## src/rtl/regfile_dump.sv

```systemverilog
// Sequential register-file reader: walks indices 0..NREGS-1 through a spare read port and
// streams each (index, value) pair on a valid/ready interface toward the trace/debug sink.
module regfile_dump #(
  parameter int unsigned DWIDTH = 32,
  parameter int unsigned NREGS  = 32
) (
  input  logic              clk,
  input  logic              rst,
  input  logic              start_i,
  input  logic              abort_i,
  output logic [4:0]        rf_addr_o,
  input  logic [DWIDTH-1:0] rf_data_i,
  output logic              dump_valid_o,
  input  logic              dump_ready_i,
  output logic [4:0]        dump_idx_o,
  output logic [DWIDTH-1:0] dump_data_o,
  output logic              busy_o,
  output logic              done_o
);

  typedef enum logic [0:0] {StIdle, StSend} state_e;

  localparam logic [4:0] LastIdx = 5'(NREGS - 1);

  state_e            state_q, state_d;
  logic [4:0]        rd_ptr_q, rd_ptr_d;
  logic [4:0]        out_idx_q, out_idx_d;
  logic [DWIDTH-1:0] out_data_q, out_data_d;
  logic              valid_q, valid_d;
  logic              done_q, done_d;
  logic              handshake;
  logic              last_entry;

  assign handshake  = valid_q & dump_ready_i;
  assign last_entry = (out_idx_q == LastIdx);

  always_ff @(posedge clk or negedge rst) begin
    if (!rst) begin
      state_q <= StIdle;
    end else begin
      state_q <= state_d;
    end
  end

  always_comb begin
    state_d = state_q;
    unique case (state_q)
      StIdle: if (start_i && !abort_i) state_d = StSend;
      StSend: if (abort_i || (handshake && last_entry)) state_d = StIdle;
      default: state_d = StIdle;
    endcase
  end

  always_comb begin
    rd_ptr_d   = rd_ptr_q;
    out_idx_d  = out_idx_q;
    out_data_d = out_data_q;
    valid_d    = valid_q;
    done_d     = 1'b0;
    unique case (state_q)
      StIdle: begin
        if (start_i && !abort_i) begin
          out_data_d = rf_data_i;
          out_idx_d  = 5'd0;
          valid_d    = 1'b1;
          rd_ptr_d   = 5'd1;
        end
      end
      StSend: begin
        // Abort wins over a same-cycle handshake; that entry is dropped.
        if (abort_i) begin
          valid_d  = 1'b0;
          rd_ptr_d = 5'd0;
        end else if (handshake) begin
          if (last_entry) begin
            valid_d  = 1'b0;
            rd_ptr_d = 5'd0;
            done_d   = 1'b1;
          end else begin
            out_data_d = rf_data_i;
            out_idx_d  = rd_ptr_q;
            // Park on the last index so the read address never runs past the file.
            if (rd_ptr_q != LastIdx) rd_ptr_d = rd_ptr_q + 5'd1;
          end
        end
      end
      default: ;
    endcase
  end

  always_ff @(posedge clk or negedge rst) begin
    if (!rst) begin
      rd_ptr_q   <= '0;
      out_idx_q  <= '0;
      out_data_q <= '0;
      valid_q    <= 1'b0;
      done_q     <= 1'b0;
    end else begin
      rd_ptr_q   <= rd_ptr_d;
      out_idx_q  <= out_idx_d;
      out_data_q <= out_data_d;
      valid_q    <= valid_d;
      done_q     <= done_d;
    end
  end

  always_comb begin
    rf_addr_o    = rd_ptr_q;
    dump_valid_o = valid_q;
    dump_idx_o   = out_idx_q;
    dump_data_o  = out_data_q;
    busy_o       = (state_q == StSend);
    done_o       = done_q;
  end

endmodule

```

## config.mk

```make
export PLATFORM = sky130hd
export DESIGN_NAME = regfile_dump
export DESIGN_NICKNAME = d
export VERILOG_FILES = /design/src/rtl/regfile_dump.sv
export SDC_FILE = /design/constraint.sdc
export NUM_CORES = 1
export LEC_CHECK = 0
export CAP_MARGIN = 15
export CORE_MARGIN = 8
export CORE_UTILIZATION = 40
export CTS_BUF_LIST = sky130_fd_sc_hd__clkbuf_4 sky130_fd_sc_hd__clkbuf_8
export DETAILED_ROUTE_END_ITERATION = 10
export PLACE_DENSITY = 0.78
export SLEW_MARGIN = 20
export SYNTH_ARGS = -nofsm -noshare
export SYNTH_HDL_FRONTEND = slang
export SYNTH_SLANG_ARGS = --single-unit
```

## constraint.sdc

```tcl
create_clock -name clk -period 1.7 [get_ports clk]
set_clock_uncertainty 0.1 [all_clocks]
set_input_delay 0.34 -clock clk [delete_from_list [all_inputs] [get_ports clk]]
set_output_delay 0.34 -clock clk [all_outputs]
set_load 0.05 [all_outputs]
```

### Yosys cells after proc, flatten, opt, wreduce, memory -nomap -nowiden

Index checks and enable logic that the tools add are counted.

* bitwise gates (word level): 2
* reductions and logical operators: 7
* eq/ne operators: 9
* mux-type cells: 28
* add/subtract/negate cells: 1

Operators by type and width (count)
* two-way mux 32 bit: 4
* one-hot mux 32 bit (2 select lines): 1
* two-way mux 5 bit: 9
* one-hot mux 5 bit (2 select lines): 2
* two-way mux 1 bit: 10
* != test 2 bit, second input constant: 3
* != test 3 x 2 -> 1 bit, second input constant: 2
* AND reduction 3 bit: 2
* adder 5 x 1 -> 5 bit, second input constant: 1
* equality test 5 bit, second input constant: 1
* != test 5 bit, second input constant: 1
* != test 4 x 2 -> 1 bit, second input constant: 1
* one-hot mux 1 bit (2 select lines): 2
* AND reduction 4 bit: 1
* logical AND 1 bit: 2
* != test 2 x 1 -> 1 bit, second input constant: 1
* bitwise AND 1 bit: 1
* logical NOT 1 bit: 1
* logical OR 1 bit: 1
* NOT 1 bit: 1

* input bits: 37
* word-level logic and storage cells: 53
* output and inout port bits: 45
* register bits after elaboration: 45

### Logic depth before layout (Yosys ltp)

* word-level depth: 6
* mapped depth: 6
* gate-level depth less buffers: 6

### Least setup slack after synthesis

Ideal clock, no wire load.

* path type: reg-to-reg
* from: register rd_ptr_q[0], in the netlist rf_addr_o[0]
* to: register rd_ptr_q[3], in the netlist rf_addr_o[3]
* path slack: -466 ps
* required time: 1474 ps
* stages on the path, launching flop included: 7
* path buffers: 0
* clock period less this slack: 2166 ps
* arrival time: 1940 ps
* library setup time: 126 ps
* cell sequence: dfrtp_1 > ha_1 > and3_1 > ha_1 > o221ai_2 > mux2i_1 > a221o_1

* word-level cells in the longest chain between the ends: 6
* elaborated cells on any way between the ends: 9
* classes of those cells: add/sub (1); eq/ne (2); mux (5); reduce/logical (1)

RTL lines
* start, declared: RTL line 26 `logic [4:0] rd_ptr_q, rd_ptr_d;`
* start signal, assigned: RTL line 99 `rd_ptr_q <= rd_ptr_d;`
* adder 5 x 1 -> 5 bit: RTL line 83 `if (rd_ptr_q != LastIdx) rd_ptr_d = rd_ptr_q + 5'd1;`
* two-way mux 5 bit: RTL line 83
* two-way mux 5 bit: RTL line 75 `if (last_entry) begin`
* two-way mux 5 bit: RTL line 74 `end else if (handshake) begin`
* two-way mux 5 bit: RTL line 71 `if (abort_i) begin`
* one-hot mux 5 bit (2 select lines): RTL line 60 `unique case (state_q)`

Several ways; a longest one is shown, not always the timed one. The select of a mux whose other input is x is not followed.
A chain may end at the register's enable or synchronous reset.

### Worst setup path after layout

* from: register rd_ptr_q[1], in the netlist rf_addr_o[1]
* to: register rd_ptr_q[0], in the netlist rf_addr_o[0]

* word-level cells in the longest chain between the ends: 3

RTL lines (RTL line)
* != test 5 bit: 83
* != test 4 x 2 -> 1 bit (no source line)
* AND reduction 3 bit (no source line)

No other way between the ends.

==> summary.md <==
| Metric | Value |
|---|---|
| Hold Crit Class | register to register |
| Power Density | 1080 mW/mm^2 |
| Synthesis-stage register bit count | 45 |
| Run status | finished with violations |
| Number of DRC markers in iteration 0 | 54 |
| Buffers added on ports | 81 |
| Worst path required time | 1780 ps |
| Clock network fraction of total power | 19.0% |
| Synth Instances | 138 |
| Drt pass-1 iters | 4 |
| Placed insts | 312 |
| Startpoint type of the worst setup path | register |
| Chip Height | 87.3 um |
| Reg-to-reg slack, setup | -100 ps |
| Hold Startpoint | dump_data_o[0] |
| Clock Sinks | 45 |
| Sw power | 1.40 mW |
| Share of layout cells above drive strength 1 | 55.6% |
| CP max FO | 3 |
| Non-Filler Instances | 327 |
| Gr ovfl total | 0 |
| Cell row count | 26 |
| Netlist Area Pre-Place | 0.00203 mm^2 |
| P_int | 2.31 mW |
| Hold EP | dump_data_o[0] |
| Post-route ant nets | 0 |
| Sw Share | 37.7% |
| Reg-to-Reg Start | rf_addr_o[1] |
| Leakage | 1.58 nW |
| Final wirelength | 5.62 mm |
| Post-route DRC | 0 |
| CTS buffer count | 5 |
| Hpwl dp | 4.03 mm |
| CTS max path bufs | 2 |
| Failing checks | negative setup slack |
| CTS root buffer | clkbuf_8 |
| First-pass GRT wire length | 8.03 mm |
| H-tree lvl count | 2 |
| VDD IR max | 0.513 mV |
| Fill cell count | 364 |
| Worst hold margin | 414 ps |
| Final worst slack | -101 ps |
| Boundary pin count | 82 |
| Initial antenna violation count | 0 |
| Pre-CTS WS | -339 ps |
| Via count | 1526 |
| Die Wd | 87.3 um |
| Sequential Power Share | 37.0% |
| Setup crit end kind | register |
| Clk Latency, worst-skew pair | 280 ps |
| Synth Net Count | 177 |
| Max Cap Viol | 0 |
| Final period util | 106% |
| Vias in the first global route | 1523 |
| Final Max Tran Viols | 0 |
| Pwr Total | 3.71 mW |
| Peak Freq | 555 MHz |
| Final nets | 295 |
| CTS tree | built |
| Largest net degree at the start of global routing | 46 |
| Reg2Reg Capture Point | rf_addr_o[0] |
| Clock period minus worst slack | 1800 ps |
| Sequential share of the synthesized area | 55.4% |
| Critical path type | register to register |
| Worst Max-Slew Pin Slew | 300 ps |
| Worst rel slew slack | 79.9% |
| Reg area | 0.00114 mm^2 |
| Mapped Avg Cell Area | 14.7 um^2 |
| Utilization after layout | 68.6% |
| Synth cell types | 32 |
| FF-to-FF path depth | 8 |
| DIE AREA | 0.00762 mm^2 |
| Clock transition at path regs | 80 ps |
| Final hold vios | 0 |
| Layout area overhead | 69.0% |
| Vias/cell | 4.67 |
| Antenna fix cells | 0 |
| Ys Warns | 0 |
| Final setup viols | 4 |
| Hold path depth | 1 |
| Initial Utilization | 40.6% |
| All-Layer GR Usage | 13.4% |
| WP data arrival | 1880 ps |
| Placer Congestion | 0.757 |
| DR WL/cell | 17.2 um |
| Combinational group share of total power | 44.1% |
| RSZ-0062 raised after global routing | yes |
| Core footprint | 0.00501 mm^2 |
| Multi-input gate area | 927 um^2 |
==> area by class of cell <==
type                            count  share of cell area (%)
Timing Repair Buffer              115                    34.2
Sequential cell                    45                    33.1
Multi-Input combinational cell     87                    27.0
Clock buffer                        7                    2.80
Tap cell                           70                    2.55
Inverter                            2                   0.218
Clock inverter                      1                   0.146
==> placed cells by master (no fill, tap or decap), types with 4 or more instances in the layout <==
cell	Yosys	layout
buf_4	0	57
dfrtp_1	45	36
clkdlybuf4s50_1	0	34
mux2_4	30	32
buf_12	3	15
nand2_1	12	12
dfrtp_2	0	9
clkbuf_8	0	7
o21ai_0	6	6
buf_6	0	5
nor2_1	4	4
nand3_1	4	4
==> synthesized netlist by cell type <==
master,number,area (um^2)
nand2_1,12,45.0
a22o_1,2,17.5
nor2_1,4,15.0
nand4b_1,1,8.76
and3_1,1,6.26
dfrtp_1,45,1130
ha_1,2,25.0
o21a_4,1,15.0
a21oi_1,1,5.00
nand4_1,1,6.26
nand3_2,1,10.0
a21o_1,1,7.51
o22ai_1,2,12.5
and2_1,1,6.26
nand3_1,4,20.0
and4bb_2,1,12.5
a221o_1,2,20.0
a21oi_2,1,8.76
and2_4,1,8.76
buf_2,2,10.0
nand2b_1,1,6.26
buf_12,3,60.1
and3_4,1,11.3
mux2i_1,1,10.0
inv_1,2,7.51
o21ai_0,6,30.0
mux2_2,2,22.5
o221ai_2,1,15.0
mux2_4,30,450
nor4b_1,1,8.76
and2b_1,1,7.51
nor2b_1,3,18.8
==> power by group through the flow <==
stage          combinational (mW)  sequential, mW  clock (mW)
5_1_grt                      1.70            1.39       0.772
6_report                     1.64            1.37       0.705
4_1_cts                      1.60            1.37       0.726
3_3_place_gp                 1.56            1.38           0
3_5_place_dp                 1.58            1.39           0
2_1_floorplan               0.349            2.03           0
==> registers in the layout (all words and copies together) (netlist names) <==
name          count
rf_addr_o         5
dump_valid_o      1
dump_data_o      32
dump_idx_o        5
done_o            1
busy_o            1
==> layer usage <==
metal	global-route usage [%]	up-vias	wire [um]
met5	0	-	0
met4	2.81	0	20
met3	3.58	2	361
met2	20.9	48	2670
met1	18.0	750	2570
li1	-	726	-
==> how the worst max path moves through the flow <==
stage          depth (start not counted)  slack (ps)        endpoint    startpoint
2_1_floorplan                          6        -190    rf_addr_o[3]  rf_addr_o[0]
3_3_place_gp                           6        -290  dump_data_o[6]  dump_ready_i
3_5_place_dp                           6        -340    rf_addr_o[2]  dump_ready_i
4_1_cts                                6         -90    rf_addr_o[2]  rf_addr_o[1]
6_report                               8        -100    rf_addr_o[0]  rf_addr_o[1]
5_1_grt                                6        -150    rf_addr_o[2]  rf_addr_o[1]
==> worst max-delay path, cell delays in order (launching register included) <==
cell and delay, ps:
dfrtp_2 430, ha_4 170, and3_4 170, ha_4 160, o221ai_4 210, buf_4 160, buf_6 80, o22ai_2 60
a21o_1 160
==> through the flow <==
| step | instance area, um^2 | setup TNS (ps) |
|---|---|---|
| 2_1_floorplan | 2080 | -1410 |
| 4_1_cts | 3330 | -215 |
| 5_1_grt | 3440 | -793 |
| 3_5_place_dp | 3180 | -11470 |
| 6_report | 3440 | -290 |
| 3_3_place_gp | 3180 | -11090 |
==> cell families after synthesis <==
kind of cell | Yosys count | synth area share [%]
flops | 45 | 55.4
simple gates | 34 | 9.41
mux | 33 | 23.7
compound gates | 17 | 6.46
buf+inv | 7 | 3.81
fa+ha+maj | 2 | 1.23
==> what timing repair did <==
action,in CTS,in global routing
setup buffers,1,3
setup endpoints to repair,6,38
endpoints found under the hold margin,45,0
pin swaps,1,3
hold buffers,1,0
gates resized for setup,3,13
cloned,0,2
(Power assumes the default switching activity.)
==> patch, RTL diff (same settings) <==
`out_data_q` no longer has a reset.
--- a/src/rtl/regfile_dump.sv
+++ b/src/rtl/regfile_dump.sv
@@ -92,16 +92,18 @@
     if (!rst) begin
       rd_ptr_q   <= '0;
       out_idx_q  <= '0;
-      out_data_q <= '0;
       valid_q    <= 1'b0;
       done_q     <= 1'b0;
     end else begin
       rd_ptr_q   <= rd_ptr_d;
       out_idx_q  <= out_idx_d;
-      out_data_q <= out_data_d;
       valid_q    <= valid_d;
       done_q     <= done_d;
     end
+  end
+
+  always_ff @(posedge clk) begin
+    out_data_q <= out_data_d;
   end
 
   always_comb begin
Function: changed (Yosys sat finds a counterexample within 4 cycles, from zero or initial values and one cycle with rst low).
==> patch against the original RTL <==
The flow still finishes with violations (negative setup slack). Sequential share of layout area increased by 11 points. Design area down 15%. Largest cell class is now registers. Critical endpoint is now rf_addr_o[2]. First-iteration DRC count up 61%. Cell count fell by 23%. Fmax fell by 0.50%. Setup slack lost 0.0090 ns. Routed wire length shrank 12%. Synthesized area decreased by 19%. Critical path type unchanged. Sequential cell count unchanged.
Power is not compared: it rests on default switching activity, and its combinational part moved more than twofold at a synthesized area within 25%.
==> patch: results (changes against the original RTL) <==
finish:
  drive_gt1_share_pct: 44.6  # -11 points
  stdcell_count: 252  # -23%
logic_synthesis:
  synth.largest_area_cell: "edfxtp_1"
  synth_edf_count: 32  # +32
  synthArstFlopShare_pct: 28.9  # -71 points
  synth.top_cells.by_count: "edfxtp_1, dfrtp_1, inv_1"
  avgSynthCellArea_um2: 16.3  # +10%
  synth_cell_type_count: 31  # -3.1%
placement:
  placed_cell_area_um2: 2760  # -13%
  dp_cells: 242  # -22%
  place_congestion: 0.924  # +22%
  hpwl_mm: 3.85  # -4.5%
  dpl_worst_slack_ns: -0.316  # +0.0230 ns
status:
  violations: "negative setup slack"
  status: "finished, violations left"
grt:
  grt_pass1_wl_mm: 7.32  # -8.9%
  grt_pass1_vias: 1322  # -13%
  grt_start_max_net_pins: 33  # -28%
  grt_usage_pct: 15.3  # +1.9 points
timing:
  fin_ws_ns: -0.110  # -0.00898 ns
  setup_viol_count_final: 4  # unchanged
  relSlewSlack_pct: 70.3  # -9.6 points
  fin_setup_tns_ns: -0.273  # +0.0169 ns
route:
  via_per_inst: 5.01  # +7.3%
  drtIter0Drc: 87  # +61%
  wl_per_cell_um: 19.6  # +14%
min_path:
  hp-class: "in -> async"
[patch: final cells by class]
class	instances	area (µm²)
flip-flops and latches	45	1300
fillers	262	1050
repair buffers	95	991
multi-input cells	47	437
clock buffers	6	76.3
well taps	50	62.6
clock inverters	2	35.0
inverters	7	26.3
[patch: path summary, 6_finish.rpt]
kind | start | end | slack [ns] | cells after the start
hold / removal | rst | rf_addr_o[0] | 0.25 | 2
min in group clk | dump_idx_o[1] | dump_idx_o[1] | 0.50 | 2
setup / recovery | rf_addr_o[0] | rf_addr_o[2] | -0.11 | 6
max in group asynchronous | rst | dump_idx_o[2] | 1.06 | 2
hold reg to reg | dump_idx_o[1] | dump_idx_o[1] | 0.50 | 2
setup reg to reg | rf_addr_o[0] | rf_addr_o[2] | -0.11 | 6
[patch: layer usage]
| metal | up-vias | global-route usage, % | wire [µm] |
|---|---|---|---|
| li1 | 584 | - | - |
| met4 | 0 | 5.45 | 59 |
| met1 | 590 | 16.6 | 1770 |
| met3 | 5 | 7.37 | 714 |
| met5 | - | 0 | 0 |
| met2 | 83 | 25.2 | 2390 |
[patch: power by group through the flow]
stage	Sequential (mW)	Combinational, mW	Clock, mW
2_1_floorplan	1.51	0.0917	0
3_3_place_gp	1.32	0.572	0
3_5_place_dp	1.32	0.581	0
4_1_cts	1.30	0.586	0.805
5_1_grt	1.31	0.625	0.846
6_report	1.30	0.598	0.775
[patch: cell families (layout without fill, tap and decap cells)]
group | after synthesis | after routing | share of synthesized area [%]
flops | 45 | 45 | 78.3
buf+inv | 9 | 110 | 2.36
mux | 1 | 1 | 0.685
simple gates | 25 | 25 | 8.53
fa+ha+maj | 2 | 2 | 1.52
compound gates | 19 | 19 | 8.61
[patch: what timing repair did]
action                     CTS  global route
resized for setup            1             5
setup endpoints to repair    3             8
setup buffers                0             2
gates cloned                 0             0
